<file path="src/rtl/branch_seq.sv">
// Fetch program-counter sequencer: sequential +2 advance, stall hold, taken-branch
// redirect through the shifted word offset, and a fixed-length wrong-path flush.
module branch_seq #(
  parameter int PC_W      = 6,
  parameter int FLUSH_CYC = 2
) (
  input  logic            clk,
  input  logic            rst,
  input  logic            stall,
  input  logic            br_valid,
  input  logic            br_taken,
  input  logic [PC_W-1:0] br_off,
  input  logic [PC_W-1:0] br_pc,
  output logic [PC_W-1:0] pc,
  output logic            redirect,
  output logic            flush,
  output logic            br_ack
);

  typedef enum logic {RUN, FLUSH} state_e;

  localparam logic [2:0]      CNT_INIT = 3'(FLUSH_CYC - 1);
  localparam logic [PC_W-1:0] PC_STEP  = PC_W'(2);

  // Word offset becomes a byte offset; the offset MSB falls off the top.
  function automatic logic [PC_W-1:0] branch_target(input logic [PC_W-1:0] base,
                                                     input logic [PC_W-1:0] off);
    return base + {off[PC_W-2:0], 1'b0};
  endfunction

  state_e          state_q, state_d;
  logic [PC_W-1:0] pc_q, pc_d;
  logic            redirect_q, redirect_d;
  logic            flush_q, flush_d;
  logic [2:0]      cnt_q, cnt_d;
  logic [PC_W-1:0] pc_inc;

  assign pc_inc = pc_q + PC_STEP;

  always_ff @(posedge clk or posedge rst) begin
    if (rst) begin
      state_q    <= RUN;
      pc_q       <= '0;
      redirect_q <= 1'b0;
      flush_q    <= 1'b0;
      cnt_q      <= '0;
    end else begin
      state_q    <= state_d;
      pc_q       <= pc_d;
      redirect_q <= redirect_d;
      flush_q    <= flush_d;
      cnt_q      <= cnt_d;
    end
  end

  always_comb begin
    state_d    = state_q;
    pc_d       = pc_q;
    redirect_d = 1'b0;
    flush_d    = flush_q;
    cnt_d      = cnt_q;
    br_ack     = br_valid & (state_q == RUN);
    unique case (state_q)
      RUN: begin
        if (br_valid && br_taken) begin
          pc_d       = branch_target(br_pc, br_off);
          redirect_d = 1'b1;
          flush_d    = 1'b1;
          cnt_d      = CNT_INIT;
          state_d    = FLUSH;
        end else if (!stall) begin
          pc_d = pc_inc;
        end
      end
      FLUSH: begin
        // Branches seen here are wrong-path; the drain length ignores stall.
        if (!stall) pc_d = pc_inc;
        if (cnt_q == 3'd0) begin
          flush_d = 1'b0;
          state_d = RUN;
        end else begin
          cnt_d = cnt_q - 3'd1;
        end
      end
      default: state_d = RUN;
    endcase
  end

  assign pc       = pc_q;
  assign redirect = redirect_q;
  assign flush    = flush_q;

endmodule

</file>
<file path="config.mk">
export PLATFORM = sky130hd
export DESIGN_NAME = branch_seq
export DESIGN_NICKNAME = d
export VERILOG_FILES = /design/src/rtl/branch_seq.sv
export SDC_FILE = /design/constraint.sdc
export NUM_CORES = 1
export LEC_CHECK = 0
export BUFFER_PORTS_ARGS = -buffer_cell sky130_fd_sc_hd__buf_2
export CORE_ASPECT_RATIO = 0.75
export CORE_MARGIN = 1.5
export CORE_UTILIZATION = 30
export CTS_CLUSTER_DIAMETER = 50
export DETAILED_ROUTE_END_ITERATION = 12
export GPL_TIMING_DRIVEN = 1
export PLACE_DENSITY = 0.61
export SYNTH_ARGS = -nofsm -noshare
export SYNTH_HDL_FRONTEND = slang
export SYNTH_SLANG_ARGS = --single-unit
</file>
<file path="constraint.sdc">
create_clock -name clk -period 1.8 [get_ports clk]
set_clock_uncertainty 0.15 [all_clocks]
set_input_delay 0.27 -clock clk [delete_from_list [all_inputs] [get_ports clk]]
set_output_delay 0.27 -clock clk [all_outputs]
set_load 0.02 [all_outputs]
</file>
==> results of run 1 <==
## layer usage
layer | vias up | global-route usage
met2 | 9 | 0.160
met5 | - | 0
met1 | 279 | 0.171
met4 | 0 | 0.0638
met3 | 2 | 0.0496
li1 | 315 | -
## critical path, cell delays in order
cell and delay [ps]:
buf_2 80, ha_1 150, inv_1 50, fa_1 390
nand2b_1 180, a2111o_1 370, o221a_1 120
## power by group
part	leakage [nW]	internal, mW	switching [mW]
registers	0.143	0.400	0.111
logic	0.330	0.300	0.346
clock network	0.0138	0.0774	0.0859
total	0.487	0.777	0.543
## final timing paths
path | startpoint | end | slack [ps] | depth (start not counted)
max | br_off[0] | pc[5] | 200 | 7
min | br_pc[0] | pc[0] | 50 | 3
max reg2reg | cnt_q[0] | cnt_q[0] | 250 | 5
min reg2reg | pc[0] | pc[0] | 320 | 2
max in group asynchronous | rst | pc[0] | 760 | 3
min in group asynchronous | rst | redirect | 400 | 3
## sequential cells by signal (all words and copies together), names as in the netlist
signal    cells
cnt_q         3
flush         1
redirect      1
pc            6
state_q       1
## synthesized netlist by cell type (all sizes together) (2+ instances only)
cell type,n,area (um2)
ha,7,87.6
nand4b,2,17.5
a211oi,4,40.0
nor2b,2,12.5
inv,9,36.3
xnor2,3,26.3
dfrtp,12,300
xor2,2,17.5
nand2,8,30.0
a21oi,4,20.0
nor2,3,11.3
nand2b,2,12.5
nand3,3,15.0
## cell type report
cell class / count / area share
sequential: 12 / 0.311
multi-input combinational: 52 / 0.433
timing repair buffer: 27 / 0.150
clock buffer: 3 / 0.0233
tap: 34 / 0.0441
inverter: 9 / 0.0376
## per-stage QoR
| step | hold slack, ps | utilization | cells | power, mW | worst slack, ps |
|---|---|---|---|---|---|
| floorplan | -15.3 | - | 74 | 0.982 | 75.1 |
| global placement | 150 | 0.394 | 133 | 1.15 | -62.6 |
| detailed placement | 166 | 0.394 | 133 | 1.17 | -72.6 |
| CTS | 46.5 | 0.408 | 137 | 1.33 | 213 |
| global route | 62.7 | 0.408 | 137 | 1.45 | 111 |
| finish | 49.7 | 0.408 | 137 | 1.32 | 202 |
## cells by family after synthesis
logic type	count (synthesis)	share of synthesized area
AND/OR/NAND/NOR	24	0.190
AO/OA/AOI/OAI	14	0.145
flip-flops	12	0.392
buffers and inverters	10	0.0621
adder cells (fa/ha/maj)	8	0.141
XOR/XNOR	5	0.0572
multiplexers	1	0.0131
## repair_timing
item / in CTS / in global routing
endpoints found under the hold margin: 12 / 0
gates resized for setup: 0 / 0
hold buffers: 1 / 0
==> results.md, run 1 <==
- Outcome: finished, final reports clean
- Area after DPL: 932 um2
- Fin area: 965 um2
- Fillers: approximately 250
- CTS tree: built
- WL final: 1450 um
- DRT iter0 DRCs: 13
- Number of global-route vias before repair: 520
- DR DRC count: 0
- CTS sink count: 12
- Max Freq: 0.626 GHz
- Met3 routed WL: 56 um
- # H-tree levels: 1
- Worst-path clk slew: about 80 ps
- Die X: around 60 um
- Core area: 2360 um2
- Highest routed layer: met4
- CP required: 1820 ps
- Largest net degree at the start of global routing: 13
- Max-cap violations: 0
- Initial antenna violation count: 0
- Post-layout min period: about 1600 ps
- Max_slew headroom: 0.676
- Maximum VDD drop: 0.376 mV
- Overall routing resource usage: 0.122
- Setup violations, final: 0
- Area grow syn2layout: 26.0%
- Final hold viol count: 0
- CP Launch Type: primary input
- Ant diodes: 0
- Row Count: 15
- Crit Path Class: in -> reg
- Initial Util: 0.324
- Max Buffers Root-to-Sink: 2
- Global route total overflow: 0
- WL per Instance: about 11 um
- Synth Cell Area: between 700 and 800 um2
- Via Count: 605
- Multi-input gate area: 418 um2
- Synth Net Count: 99
- Crit path DAT: 1610 ps
- Routability cong.: about 0.7
- Sequential fraction of the synthesis area: 0.392
- Sequential cell area: 300 um2
- Post-route ant nets: 0
- Worst min-delay path category: in -> reg
- Leakage: 0.487 nW
- Final setup TNS: 0 ps
- RSZ-0062 raised after global routing: false
- DP HPWL: ~1100 um
- Syn Inst Count: 74
- Clock Latency Late Sink: ~270 ps
- NumNets Final: 130
- Syn Area/Cell: 10.3 um2
- Synth Flop Type: dfrtp_1
- Async SR Flop Fraction: 1.00
- Root Buffer: clkbuf_4
- Slew @ Worst Pin: 486 ps
- Worst Setup End Kind: flip-flop
- Syn. warnings: 0
- Pwr Density: 1370 nW/um2
- Wl on met1: just over 700 um
- Die Area: roughly 2900 um2
- Die Height: 46.8 um
- Commonest non-fill, non-tap cell in the layout: buf_2
- Max Slew Vio Count: 0
- CTS Buf Count: 3
- DR pass1 iterations: 4
- Fin crit share: 0.888
- First-pass GRT wire length: 2400 um
- Post-synthesis register bit count: 12
- Met2 routed WL: 669 um
- Post-synth EDFFs: 0
- Vias/cell: about 4.4
- Post-CTS Setup Inserts: 0
- Crit-path max FO: 2
- IO buf count: 24
- Layout cells sized above 1: 0.350
- IO Pins: 26
- Number of distinct library cells after synthesis: 28
- Highest-count cells in the layout ignoring fill and taps: 24 x buf_2, 12 x dfrtp_1, 8 x nand2_1, 8 x inv_1, 7 x ha_1
(Power assumes the default switching activity.)
==> run 2: changes to the inputs <==
BUFFER_PORTS_ARGS = -buffer_cell sky130_fd_sc_hd__buf_4   (was -buffer_cell sky130_fd_sc_hd__buf_2)
HOLD_SLACK_MARGIN = 0.15   (was default)
==> results.md, run 2 (synthesized netlist as in run 1, its figures left out) <==
- Outcome: finished, final reports clean
- RR Startpoint: cnt_q[0]
- Worst r2r path cells: 5 (unchanged)
- Critical path, cell by cell: buf_4, ha_1, inv_1, fa_1, nand2b_1, a2111o_1, o221a_1
- Die X: 61.3 um (unchanged)
- Max reg flops: 6 (unchanged)
- DP HPWL: 1220 um (+6.5%)
- CTS tree: built
- Worst-path clk slew: 80 ps (about the same)
- Fillers: 235 (-4.5%)
- Hold_buf cts: 2 (+1)
- Crit Path Class: in -> reg
- Crit path DAT: 1620 ps (about the same)
- Slew @ Worst Pin: 448 ps (-37.7 ps)
- Maximum VDD drop: 0.431 mV (+14%)
- Die Area: 2870 um2 (unchanged)
- WL final: 1520 um (+4.5%)
- Crit-path max FO: 2 (unchanged)
- Row Count: 15 (unchanged)
- DR DRC count: 0 (unchanged)
- Setup violations, final: 0 (unchanged)
- Reg2reg end: cnt_q[0]
- Root Buffer: clkbuf_4
- Layout cells sized above 1: 0.352 (+0.00287)
- CP max stage delay: 390 ps (about the same)
- Core area: 2360 um2 (unchanged)
- Max Freq: 0.624 GHz (-0.32%)
- Layout Cells excl Fill: 139 (+1.5%)
- Post-route ant nets: 0 (unchanged)
- Routability cong.: 0.738 (+2.7%)
- Area grow syn2layout: 36.9%
- CP Launch Type: primary input
- Sum of buffers and inverters on the critical path: 2 (unchanged)
- CTS Buf Count: 3 (unchanged)
- WP depth: 7 (unchanged)
- Crit path capture: pc[5]
- IO buf count: 24 (unchanged)
- Number of global-route vias before repair: 584 (+12%)
- Largest net degree at the start of global routing: 13 (unchanged)
- Worst Setup End Kind: flip-flop
- Clock Latency Late Sink: 280 ps (about the same)
- CP startpoint: br_off[0]
- Worst path slowest cell: fa_1
- Reg2reg setup slack: 230 ps (-20 ps)
- Initial Util: 0.324 (unchanged)
- Global route total overflow: 0 (unchanged)
- Final hold viol count: 0 (unchanged)
- RSZ-0062 raised after global routing: false
- WL per Instance: 10.9 um (+3.0%)
- NumNets Final: 131 (+0.77%)
- Fin crit share: 0.891 (+0.00287)
- Max Slew Vio Count: 0 (unchanged)
- Vias/cell: 4.34 (-1.8%)
- CP required: 1820 ps (about the same)
- Pwr Density: 1380 nW/um2 (+0.49%)
- Max Buffers Root-to-Sink: 2 (unchanged)
- Post-layout min period: 1600 ps (+5.16 ps)
- First-pass GRT wire length: 2500 um (+4.3%)
- Commonest non-fill, non-tap cell in the layout: buf_4
- Leakage: 0.518 nW (+6.4%)
- Ant diodes: 0 (unchanged)
- Initial antenna violation count: 0 (unchanged)
- Core Util, Final: 0.443 (+0.0354)
- Max_slew headroom: 0.701 (+0.0252)
- Overall routing resource usage: 0.127 (+0.00512)
- IO Pins: 26 (unchanged)
- Via Count: 603 (-0.33%)
- DRT iter0 DRCs: 16 (+3)
- CTS sink count: 12 (unchanged)
- Post-CTS Setup Inserts: 0 (unchanged)
- CP delay by family, top: adder cells
- Worst min-delay path category: in -> reg
- Die Height: 46.8 um (unchanged)
- Max-cap violations: 0 (unchanged)
- # H-tree levels: 1 (unchanged)
- DR pass1 iterations: 4 (unchanged)
- DP Cell Count: 133 (unchanged)
- Cts repair resizes: 0 (unchanged)
- Highest-count cells in the layout ignoring fill and taps: 26 x buf_4, 12 x dfrtp_1, 8 x nand2_1, 8 x inv_1, 7 x ha_1
run 2: cell types whose count changed in the layout (fill, tap and decap cells not counted), sizes merged:
cell	previous run	this run
dlygate4sd3	1	2
clkbuf	3	4
run 2: routing by layer:
layer | GRT usage | vias to the layer above | part of all wire
met5 | 0 | - | 0
met4 | 0.0383 | 0 | 0
met3 | 0.0579 | 0 | 0.041
met2 | 0.200 | 10 | 0.49
met1 | 0.159 | 274 | 0.47
li1 | - | 319 | -
run 2: worst min-delay path by stage:
stage / depth (start not counted) / slack [ps] / start / to
floorplan: 1 / -20 / rst / cnt_q[0]
global placement: 2 / 160 / rst / redirect
detailed placement: 2 / 160 / rst / pc[3]
CTS: 3 / 170 / stall / pc[2]
global route: 3 / 200 / stall / pc[2]
finish: 3 / 170 / stall / pc[2]
run 2: per-stage QoR:
stage               hold slack [ps]  power, mW  instance area, um2  setup WS [ps]  setup TNS (ps)
CTS                             169       1.46                1050            196               0
global route                    198       1.56                1050            119               0
floorplan                     -15.3      0.982                 766           75.1               0
detailed placement              157       1.24                 992          -90.6           -90.6
global placement                163       1.21                 992          -64.4           -64.4
finish                          169       1.44                1050            197               0
run 2: tightest hold or removal path, stage by stage:
cell	delay (ps)
buf_4	120
a211oi_2	60
a21oi_1	100
run 2: where the power goes:
group | internal, mW | total (mW) | switching, mW
registers | 0.400 | 0.517 | 0.117
clock network | 0.123 | 0.214 | 0.0910
logic | 0.359 | 0.710 | 0.351
run 2: layout make-up:
class                      count  area, um2  area share
timing repair buffer          28        215       0.205
multi-input combinational     52        418       0.399
inverter                       9       36.3      0.0346
tap                           34       42.5      0.0406
sequential                    12        300       0.286
clock buffer                   4       36.3      0.0346
==> run 3: changes to the inputs <==
CORE_ASPECT_RATIO = default   (was 0.75)
==> results.md, run 3 (synthesized netlist as in run 1, its figures left out) <==
- Vias/cell: 4.58 (+5.6%)
- Max Buffers Root-to-Sink: 2 (unchanged)
- CP startpoint: br_off[0]
- Outcome: finished, final reports clean
- Row Count: 18 (+3)
- Overall routing resource usage: 0.121 (-0.00624)
- IO buf count: 24 (unchanged)
- Post-CTS Setup Inserts: 0 (unchanged)
- IO Pins: 26 (unchanged)
- Routability cong.: 0.807 (+9.3%)
- Core Util, Final: 0.419 (-0.0239)
- DRT iter0 DRCs: 5 (-11)
- Layout cells sized above 1: 0.346 (-0.00623)
- DP HPWL: 1160 um (-5.1%)
- Root Buffer: clkbuf_4
- NumNets Final: 131 (unchanged)
- Core area: 2450 um2 (+3.8%)
- Commonest non-fill, non-tap cell in the layout: buf_4
- CTS Buf Count: 3 (unchanged)
- Slew @ Worst Pin: 446 ps (-2.31 ps)
- Crit path DAT: 1590 ps (-30 ps)
- CP required: 1810 ps (about the same)
- Clock Latency Late Sink: 270 ps (about the same)
- CTS sink count: 12 (unchanged)
- Via Count: 614 (+1.8%)
- Max-cap violations: 0 (unchanged)
- Reg2reg setup slack: 250 ps (+20 ps)
- Final hold viol count: 0 (unchanged)
- Crit-path max FO: 2 (unchanged)
- Reg2reg end: cnt_q[0]
- First-pass GRT wire length: 2440 um (-2.8%)
- Worst Setup End Kind: flip-flop
- Max_slew headroom: 0.702 (+0.00154)
- DR pass1 iterations: 2 (-2)
- Area grow syn2layout: 34.5%
- Ant diodes: 0 (unchanged)
- # H-tree levels: 1 (unchanged)
- Worst hold margin: 182 ps (+13.2 ps)
- Number of global-route vias before repair: 596 (+2.1%)
- CTS tree: built
- Fillers: 264 (+12%)
- Maximum VDD drop: 0.492 mV (+14%)
- WL per Instance: 10.8 um (-0.99%)
- Hold_buf cts: 2 (unchanged)
- Crit Path Class: in -> reg
- Pwr Density: 1340 nW/um2 (-2.3%)
- Setup violations, final: 0 (unchanged)
- Die X: 53.5 um (-13%)
- Layout Cells excl Fill: 134 (-3.6%)
- Worst min-delay path category: in -> reg
- Max Freq: 0.633 GHz (+1.6%)
- DR DRC count: 0 (unchanged)
- DP Cell Count: 129 (-3.0%)
- Largest net degree at the start of global routing: 13 (unchanged)
- RR Startpoint: cnt_q[0]
- Global route total overflow: 0 (unchanged)
- Worst-path clk slew: 70 ps (about the same)
- CP Launch Type: primary input
- Crit path capture: pc[5]
- Worst r2r path cells: 5 (unchanged)
- Max reg flops: 6 (unchanged)
- Final setup TNS: 0 ps (unchanged)
- Die Height: 53.5 um (+14%)
- Fin crit share: 0.877 (-0.0137)
- RSZ-0062 raised after global routing: false
- WL final: 1450 um (-4.6%)
- Die Area: 2860 um2 (-0.12%)
- Cts repair resizes: 0 (unchanged)
- Leakage: 0.511 nW (-1.4%)
- Highest-count cells in the layout ignoring fill and taps: 26 x buf_4, 12 x dfrtp_1, 8 x nand2_1, 8 x inv_1, 7 x ha_1
- Post-layout min period: 1580 ps (-24.7 ps)
- Max Slew Vio Count: 0 (unchanged)
- Post-route ant nets: 0 (unchanged)
- Initial Util: 0.312 (-0.0119)
- Initial antenna violation count: 0 (unchanged)
==> run 3: layout make-up <==
type                       count  area, um2  area share
inverter                       9       36.3      0.0352
clock buffer                   3       22.5      0.0219
tap                           30       37.5      0.0365
multi-input combinational     52        418       0.406
sequential                    12        300       0.292
timing repair buffer          28        215       0.209
==> run 3: worst min path at each step <==
stage | startpoint | endpoint | depth (start not counted) | slack [ps]
finish | stall | pc[2] | 3 | 180
global route | stall | pc[2] | 3 | 180
CTS | stall | pc[2] | 3 | 180
detailed placement | rst | redirect | 2 | 170
global placement | rst | redirect | 2 | 160
floorplan | rst | cnt_q[0] | 1 | -20
==> run 3: power breakdown <==
group,internal (mW),switching [mW],total [mW]
registers,0.400,0.114,0.515
clock network,0.0773,0.0831,0.160
logic,0.358,0.351,0.709
==> run 3: critical path, stage by stage <==
cell      delay (ps)
buf_4             80
ha_1             150
inv_1             50
fa_1             370
nand2b_1         170
a2111o_1         370
o221a_1          120
==> run 3: per-layer routing <==
layer	GRT usage	vias to the layer above	part of all wire
met1	0.151	279	0.46
met3	0.00847	2	0.030
met5	0	-	0
li1	-	322	-
met4	0.0769	0	0.013
met2	0.200	11	0.50
==> run 3: metrics by stage <==
step	power (mW)	area [um2]	setup WS, ps
CTS	1.41	1030	222
global placement	1.22	987	-37.6
finish	1.38	1030	221
detailed placement	1.24	987	-55.2
floorplan	0.982	766	75.1
global route	1.51	1030	132
